<file path="config.mk">
export PLATFORM = sky130hd
export DESIGN_NAME = writeback_unit
export DESIGN_NICKNAME = d
export VERILOG_FILES = /design/src/rtl/writeback_unit_pkg.sv /design/src/rtl/writeback_unit_load_formatter.sv /design/src/rtl/writeback_unit.sv
export SDC_FILE = /design/constraint.sdc
export NUM_CORES = 1
export LEC_CHECK = 0
export ABC_AREA = 1
export BUFFER_PORTS_ARGS = -buffer_cell sky130_fd_sc_hd__buf_2
export CAP_MARGIN = 20
export CELL_PAD_IN_SITES_DETAIL_PLACEMENT = 0
export CELL_PAD_IN_SITES_GLOBAL_PLACEMENT = 2
export CORE_MARGIN = 10
export CORE_UTILIZATION = 27
export CTS_BUF_LIST = sky130_fd_sc_hd__clkbuf_4
export DETAILED_ROUTE_END_ITERATION = 8
export PLACE_DENSITY = 0.93
export SETUP_SLACK_MARGIN = 0.02
export SLEW_MARGIN = 20
export SYNTH_ARGS = -nofsm -noshare
export SYNTH_HDL_FRONTEND = slang
export SYNTH_HIERARCHICAL = 1
export SYNTH_SLANG_ARGS = --single-unit
</file>
<file path="constraint.sdc">
create_clock -name clk -period 2.2 [get_ports clk]
set_input_delay 0.44 -clock clk [delete_from_list [all_inputs] [get_ports clk]]
set_output_delay 0.44 -clock clk [all_outputs]
set_load 0.02 [all_outputs]
</file>
<file path="src/rtl/writeback_unit_pkg.sv">
// Shared definitions for the writeback stage: load funct3 codes, FSM encoding
// and the datapath width check used at elaboration.
package writeback_unit_pkg;

    localparam int WORD_WIDTH = 32;

    localparam logic [2:0] F3_LB  = 3'b000;
    localparam logic [2:0] F3_LH  = 3'b001;
    localparam logic [2:0] F3_LW  = 3'b010;
    localparam logic [2:0] F3_LBU = 3'b100;
    localparam logic [2:0] F3_LHU = 3'b101;

    typedef enum logic [1:0] {
        ST_IDLE     = 2'd0,
        ST_WAIT_MEM = 2'd1,
        ST_WRITE    = 2'd2
    } wb_state_t;

    // Byte/half extraction below is written for a 32-bit word only.
    function automatic bit data_width_ok(input int width);
        return width == WORD_WIDTH;
    endfunction

endpackage

</file>
<file path="src/rtl/writeback_unit_load_formatter.sv">
// Combinational load data formatter: selects the byte/half addressed by
// addr_lo from an aligned word and sign- or zero-extends it.
module load_formatter
    import writeback_unit_pkg::*;
(
    input  logic [WORD_WIDTH-1:0] rdata,
    input  logic [2:0]            funct3,
    input  logic [1:0]            addr_lo,
    output logic [WORD_WIDTH-1:0] data
);

    logic [7:0]  byte_sel;
    logic [15:0] half_sel;

    always_comb begin
        // NOTE: every output of a combinational block gets a default first so no latch is inferred.
        byte_sel = rdata[7:0];
        half_sel = rdata[15:0];
        data     = rdata;

        case (addr_lo)
            2'd0:    byte_sel = rdata[7:0];
            2'd1:    byte_sel = rdata[15:8];
            2'd2:    byte_sel = rdata[23:16];
            default: byte_sel = rdata[31:24];
        endcase

        // Misaligned halves are trapped upstream, so only addr_lo[1] matters.
        half_sel = addr_lo[1] ? rdata[31:16] : rdata[15:0];

        case (funct3)
            F3_LB:   data = {{24{byte_sel[7]}}, byte_sel};
            F3_LBU:  data = {24'd0, byte_sel};
            F3_LH:   data = {{16{half_sel[15]}}, half_sel};
            F3_LHU:  data = {16'd0, half_sel};
            F3_LW:   data = rdata;
            default: data = rdata;
        endcase
    end

endmodule

</file>
<file path="src/rtl/writeback_unit.sv">
// Final pipeline stage before the integer register file: retires one
// instruction at a time, waits for load data, and drives the RF write port.
module writeback_unit
    import writeback_unit_pkg::*;
#(
    parameter int ADDR_WIDTH = 5,
    parameter int DATA_WIDTH = 32
) (
    input  logic                  clk,
    input  logic                  rst,

    input  logic                  in_valid,
    output logic                  in_ready,
    input  logic [ADDR_WIDTH-1:0] in_rd,
    input  logic                  in_rd_wen,
    input  logic                  in_is_load,
    input  logic [2:0]            in_funct3,
    input  logic [1:0]            in_addr_lo,
    input  logic [DATA_WIDTH-1:0] in_result,

    input  logic                  lsu_rvalid,
    output logic                  lsu_rready,
    input  logic [DATA_WIDTH-1:0] lsu_rdata,

    output logic                  rf_wen,
    output logic [ADDR_WIDTH-1:0] rf_waddr,
    output logic [DATA_WIDTH-1:0] rf_wdata,
    output logic                  commit,

    output logic                  busy,
    output logic [ADDR_WIDTH-1:0] busy_rd
);

    if (!data_width_ok(DATA_WIDTH)) begin : g_width_check
        $error("writeback_unit: DATA_WIDTH must be 32");
    end

    wb_state_t             state;
    logic [ADDR_WIDTH-1:0] rd_q;
    logic                  rd_wen_q;
    logic [2:0]            funct3_q;
    logic [1:0]            addr_lo_q;
    logic [DATA_WIDTH-1:0] load_data;

    load_formatter u_load_formatter (
        .rdata   (lsu_rdata),
        .funct3  (funct3_q),
        .addr_lo (addr_lo_q),
        .data    (load_data)
    );

    // Handshake and hazard outputs decode registered state only, so no input
    // reaches them combinationally.
    assign in_ready   = (state == ST_IDLE);
    assign lsu_rready = (state == ST_WAIT_MEM);
    assign busy       = (state != ST_IDLE);
    assign busy_rd    = (busy && rd_wen_q) ? rd_q : '0;

    always_ff @(posedge clk) begin
        // NOTE: sequential state uses non-blocking assignments so every register samples pre-edge values.
        if (rst) begin
            state     <= ST_IDLE;
            rd_q      <= '0;
            rd_wen_q  <= 1'b0;
            funct3_q  <= 3'd0;
            addr_lo_q <= 2'd0;
            rf_wen    <= 1'b0;
            rf_waddr  <= '0;
            rf_wdata  <= '0;
            commit    <= 1'b0;
        end else begin
            // Write strobes are single-cycle unless the WRITE entry below raises them.
            rf_wen <= 1'b0;
            commit <= 1'b0;

            case (state)
                ST_IDLE: begin
                    if (in_valid) begin
                        rd_q      <= in_rd;
                        rd_wen_q  <= in_rd_wen;
                        funct3_q  <= in_funct3;
                        addr_lo_q <= in_addr_lo;
                        if (in_is_load) begin
                            state <= ST_WAIT_MEM;
                        end else begin
                            state    <= ST_WRITE;
                            rf_wen   <= in_rd_wen && (in_rd != '0);
                            rf_waddr <= in_rd;
                            rf_wdata <= in_result;
                            commit   <= 1'b1;
                        end
                    end
                end

                ST_WAIT_MEM: begin
                    if (lsu_rvalid) begin
                        state    <= ST_WRITE;
                        rf_wen   <= rd_wen_q && (rd_q != '0);
                        rf_waddr <= rd_q;
                        rf_wdata <= load_data;
                        commit   <= 1'b1;
                    end
                end

                ST_WRITE: begin
                    state <= ST_IDLE;
                end

                default: begin
                    state <= ST_IDLE;
                end
            endcase
        end
    end

endmodule
</file>
==> impl_results.md, run 1 <==
- Post-Syn Nets: 709
- CTS Hold Bufs: 0
- Synthesis Warnings: 6
- Synth top area cells: dfxtp_1 30%, nand2_1 24%, nor2_1 13%, nand3_1 12%, inv_1 5.9%
- Initial antenna violation count: 0
- Critical Path AT: 1470 ps
- Crit path time final: 1910 ps
- Type of the most critical hold path: in2reg
- Logic pwr share: 35.3%
- FFs w/ async S/R, synth: 0%
- CTS buffer count: 5
- Cell Chain, Critical Path: inv_1 > nand2_1 > inv_2 > buf_2
- Mean post-synth cell area: 5.58 um2
- CTS sink cnt: 52
- WS Path Type: reg2out
- First-pass GRT wire length: 22000 um
- Crit path launch type: register
- Clk buf depth: 2
- F_max: 0.523 GHz
- Crit path max-delay family: buffers and inverters
- DRT iter0 DRCs: 381
- Distinct cells, synth: 21
- Setup Total Neg Slack: 0 ps
- Clock latency on the worst-skew pair: 410 ps
- Post-synth top area cell: dfxtp_1
- CTS H-Tree Depth: 2
- Switching power: 1.03 mW
- FF+latch count, synth: 52
- Residual DRC: 0
- Worst Tran Pin Value: 550 ps
- Row cnt: 41
- Postcts setup bufs: 0
- Worst-path clk slew: 180 ps
- Fin. max-slew vios: 0
- Worst clock skew: 30.4 ps
- Finished Cell Area: 0.00435 mm2
- Io pins: 127
- Via count: 4146
- Die X: 134 um
- 1st-pass router iterations: 5
- Top cells by count, synth: 220 x nand2_1, 126 x nor2_1, 81 x nand3_1, 55 x inv_1, 52 x dfxtp_1
- Required @ worst endpoint: 1760 ps
- Mux contribution to synthesized area: 0%
- Nets: 821
- Largest family of logic cells by synthesized area: simple AND/OR/NAND/NOR gates
- Leak Pwr: 2.45 nW
- Final Setup Violations: 0
- Worst setup EP type: output pin
- Cell count after placement: 906
- CP max stage delay: 350 ps
- Vias in the first global route: 4072
- Internal: 1.62 mW
- Die Ht: 134 um
- Synth Cell Area: 0.00351 mm2
- Area post-placement: 0.00427 mm2
- Largest net degree at the start of global routing: 44
- CP Buf/Inv Count: 3
- Synth Area in Simple Gates: 51.6%
- Critical path peak fanout: 20
- Final instance count without filler cells: 915
- CP max-delay cell: dfxtp_1
- Ratio of final minimum period to clock period: 86.9%
- Worst setup margin: 289 ps
- Area Growth Syn to Fin: 24.1%
- Port Buf Inserts: 126
- Most frequent cell after synthesis: nand2_1
- DIE AREA: 0.0180 mm2
- Post-Route WL: 13800 um
- Hold_ws: 256 ps
- CTS resizes: 0
- Pre-CTS setup slack: 357 ps
- Global Route Usage Sum: 15.0%
- Reg power frac: 41.1%
- Final hold violation count: 0
- Initial Utilization: 27.7%
- Final Util: 34.4%
- Adder-Cell Fraction of Synth Area: 0%
- WL/cell: 15.1 um
- Tot Pwr: 2.64 mW
- Layout cells sized above 1: 21.8%
- Max cap viols: 0
- Power density over the cells: 606 mW/mm2
- Syn Inst Count: 629
- Sw Ratio: 38.8%
- Via-to-Cell Ratio: 4.53
- CTS tree: built
- Post-synthesis xor/xnor area fraction: 0%
- Post-synthesis compound-gate area fraction: 6.70%
- Seq/Total Area, Yosys: 29.7%
- Post-synth EDFFs: 0
- Clock power share: 23.6%
- Synth top area share: 29.7%
- RSZ-0062 raised after global routing: no
- Worst slew margin: 63.2%
- Final Wtd Congestion: 0.896
- GRT overflow: 0
- Final HPWL DP: 10900 um
- Top_reg_cell synth: dfxtp_1
- Maximum vdd drop: 0.268 mV
- Final ANT Viol Nets: 0
- Status: complete, no violations
- Root Buffer: clkbuf_4
- Placeable Area: 0.0127 mm2
==> cells by family after synthesis <==
family / count (synthesis)
AND/OR/NAND/NOR: 439
flip-flops: 52
AO/OA/AOI/OAI: 45
buffers and inverters: 93
==> worst paths after layout <==
kind / startpoint / end / slack, ps / cells past startpoint
worst max-delay path: state[1] / lsu_rready / 290 / 4
worst min-delay path: rst / commit / 260 / 2
worst max register to register: addr_lo_q[1] / rf_wdata[10] / 290 / 10
worst min register to register: rd_wen_q / rd_wen_q / 490 / 2
==> layer usage <==
layer / vias up / global-route usage (%) / part of all wire, %
met5: - / 0 / 0
met4: 0 / 4.17 / 1.7
met3: 18 / 2.99 / 5.9
met2: 145 / 24.9 / 47
met1: 1821 / 19.1 / 45
li1: 2162 / - / -
==> power groups by stage <==
| stage | combinational (mW) | clock [mW] | sequential [mW] |
|---|---|---|---|
| after floorplan | 0.555 | 0 | 1.17 |
| after global placement | 0.935 | 0 | 1.10 |
| after detailed placement | 0.937 | 0 | 1.11 |
| after CTS | 0.940 | 0.644 | 1.09 |
| after global routing | 1.06 | 0.681 | 1.10 |
| final | 0.931 | 0.623 | 1.09 |
==> worst register-to-register path: cells and delay by family (launching register included) <==
| family | cells | cell delay, ps |
|---|---|---|
| flip-flops | 1 | 650 |
| buffers and inverters | 1 | 130 |
| AND/OR/NAND/NOR | 9 | 1080 |
==> placed cells by master, fill, tap and decap left out, drive strengths merged <==
cell    Yosys  layout
a21oi       8       8
buf        25     140
bufinv      0       1
clkbuf     10       6
dfxtp      52      52
diode       0       1
inv        58      59
nand2     222     222
nand3      86      86
nor2      129     129
o211ai      3       3
o21a        1       1
o21ai      33      33
or2         2       2
==> sequential cells by signal, indices dropped and copies added, names as in the netlist <==
| signal | flops |
|---|---|
| rf_wdata | 32 |
| rd_q | 5 |
| state | 2 |
| rf_wen | 1 |
| rf_waddr | 5 |
| funct3_q | 3 |
| rd_wen_q | 1 |
| addr_lo_q | 2 |
| commit | 1 |
==> cell type report <==
cell class	instances	area (um2)
fill	1504	8320
multi-input combinational	484	2050
sequential	52	1040
timing repair buffer	140	748
inverter	58	218
tap	172	215
clock buffer	6	45.0
clock inverter	2	38.8
antenna	1	2.50
(Power assumes the default switching activity.)
==> inputs of run 2 (changes only) <==
--- a/config.mk
+++ b/config.mk
@@ -6,16 +6,17 @@
 export NUM_CORES = 1
 export LEC_CHECK = 0
 export ABC_AREA = 1
-export BUFFER_PORTS_ARGS = -buffer_cell sky130_fd_sc_hd__buf_2
 export CAP_MARGIN = 20
 export CELL_PAD_IN_SITES_DETAIL_PLACEMENT = 0
 export CELL_PAD_IN_SITES_GLOBAL_PLACEMENT = 2
 export CORE_MARGIN = 10
-export CORE_UTILIZATION = 27
+export CORE_UTILIZATION = 34
 export CTS_BUF_LIST = sky130_fd_sc_hd__clkbuf_4
 export DETAILED_ROUTE_END_ITERATION = 8
-export PLACE_DENSITY = 0.93
+export DONT_BUFFER_PORTS = 1
+export PLACE_DENSITY = 0.91
 export SETUP_SLACK_MARGIN = 0.02
+export SKIP_CTS_REPAIR_TIMING = 1
 export SLEW_MARGIN = 20
 export SYNTH_ARGS = -nofsm -noshare
 export SYNTH_HDL_FRONTEND = slang
==> constraint.sdc (replaced) <==
create_clock -name clk -period 2.25 [get_ports clk]
set_input_delay 0.45 -clock clk [delete_from_list [all_inputs] [get_ports clk]]
set_output_delay 0.45 -clock clk [all_outputs]
set_load 0.02 [all_outputs]
==> impl_results.md, run 2 (synthesis gave the netlist of run 1 again) <==
- GRT overflow: 0
- Root Buffer: clkbuf_4
- Number of cells on the critical path: 4
- Critical Path AT: 1640 ps
- Clock power share: 18.6%
- Nets: 695
- Port Buf Inserts: 0
- Layout cells sized above 1: 5.53%
- Residual DRC: 0
- Type of the most critical hold path: in2reg
- CTS sink cnt: 52
- WL/cell: 17.0 um
- F_max: 0.479 GHz
- Worst setup EP type: output pin
- Tot Pwr: 2.22 mW
- CP max-delay cell: dfxtp_1
- Die X: 122 um
- Finished Cell Area: 0.00363 mm2
- Final ANT Viol Nets: 0
- Sw Ratio: 39.2%
- Io pins: 127
- DRT iter0 DRCs: 335
- Worst clock skew: 18.7 ps
- Power density over the cells: 612 mW/mm2
- Logic pwr share: 29.4%
- Max cap viols: 0
- Cell count after placement: 744
- Area post-placement: 0.00358 mm2
- Final instance count without filler cells: 751
- Leak Pwr: 1.87 nW
- Crit path time final: 2090 ps
- Post-Route WL: 12700 um
- Placeable Area: 0.0102 mm2
- Worst Tran Pin Value: 591 ps
- Largest register by flop count: rf_wdata
- Final Setup Violations: 0
- Hold depth: 1
- Status: complete, no violations
- Cell Chain, Critical Path: inv_1 > nand2_1 > nand2_1 > nor2_1
- Cells on worst reg2reg path: 9
- Commonest non-fill, non-tap cell in the layout: nand2_1
- Initial Utilization: 34.5%
- CP Buf/Inv Count: 1
- Final hold violation count: 0
- Hold_ws: 133 ps
- Crit path max-delay family: simple AND/OR/NAND/NOR gates
- Final Wtd Congestion: 0.935
- Maximum vdd drop: 0.249 mV
- Area Growth Syn to Fin: 3.42%
- Required @ worst endpoint: 1800 ps
- DIE AREA: 0.0148 mm2
- Initial antenna violation count: 0
- Final HPWL DP: 10100 um
- Worst-path clk slew: 150 ps
- Clock latency on the worst-skew pair: 370 ps
- Die Ht: 122 um
- Global Route Usage Sum: 17.0%
- Clk buf depth: 2
- CP dominant cell by count: nand2_1
- CTS tree: built
- Reg power frac: 52.0%
- Pre-CTS setup slack: 508 ps
- Vias in the first global route: 3538
- Final Util: 35.6%
- Via-to-Cell Ratio: 4.83
- Worst setup margin: 160 ps
- First-pass GRT wire length: 20100 um
- Via count: 3630
- 1st-pass router iterations: 5
- CTS buffer count: 5
- Critical path peak fanout: 5
- RSZ-0062 raised after global routing: no
- # diodes: 0
- Max reg flops: 32
- CP max stage delay: 410 ps
- Switching power: 0.871 mW
- Fin. max-slew vios: 0
- Ratio of final minimum period to clock period: 92.9%
- Largest net degree at the start of global routing: 40
- Top flop regs: rf_wdata (32), rd_q (5), rf_waddr (5)
- Setup Total Neg Slack: 0 ps
- Crit path launch type: register
- Worst slew margin: 60.6%
- Internal: 1.35 mW
- Commonest cells after routing, fill and taps aside: 220 x nand2_1, 126 x nor2_1, 81 x nand3_1
- Row cnt: 37
- CTS H-Tree Depth: 2
- WS Path Type: reg2out
[run 2: changes by cell type in the layout (fill, tap and decap cells not counted), sizes merged]
cell,delta
buf,-126
bufinv,-1
clkinv,+2
inv,-1
clkbuf,-1
diode,-1
[run 2: power groups by stage]
stage | Sequential [mW] | Combinational (mW) | Clock (mW)
floorplan | 1.15 | 0.543 | 0
global placement | 1.18 | 0.650 | 0
detailed placement | 1.18 | 0.656 | 0
CTS | 1.16 | 0.659 | 0.438
global route | 1.17 | 0.769 | 0.470
finish | 1.15 | 0.654 | 0.413
[run 2: path summary, 6_finish.rpt]
kind	end	slack (ps)	from
setup / recovery	busy_rd[0]	160	state[0]
hold / removal	commit	130	rst
setup reg to reg	rf_wdata[30]	490	addr_lo_q[1]
hold reg to reg	rd_wen_q	490	rd_wen_q
[run 2: area by class of cell]
type                            count  area, um2
Clock inverter                      2       12.5
Timing Repair Buffer               14        105
Fill cell                        1173       6560
Inverter                           58        218
Tap cell                          136        170
Clock buffer                        5       37.5
Multi-Input combinational cell    484       2050
Sequential cell                    52       1040
[run 2: metal layers]
layer  up-vias  global-route usage, %  share of wire [%]
met5         -                      0                  0
met4         0                   4.47                1.8
met3        12                   6.98                 11
met2       134                   27.0                 45
met1      1583                   20.8                 42
li1       1901                      -                  -
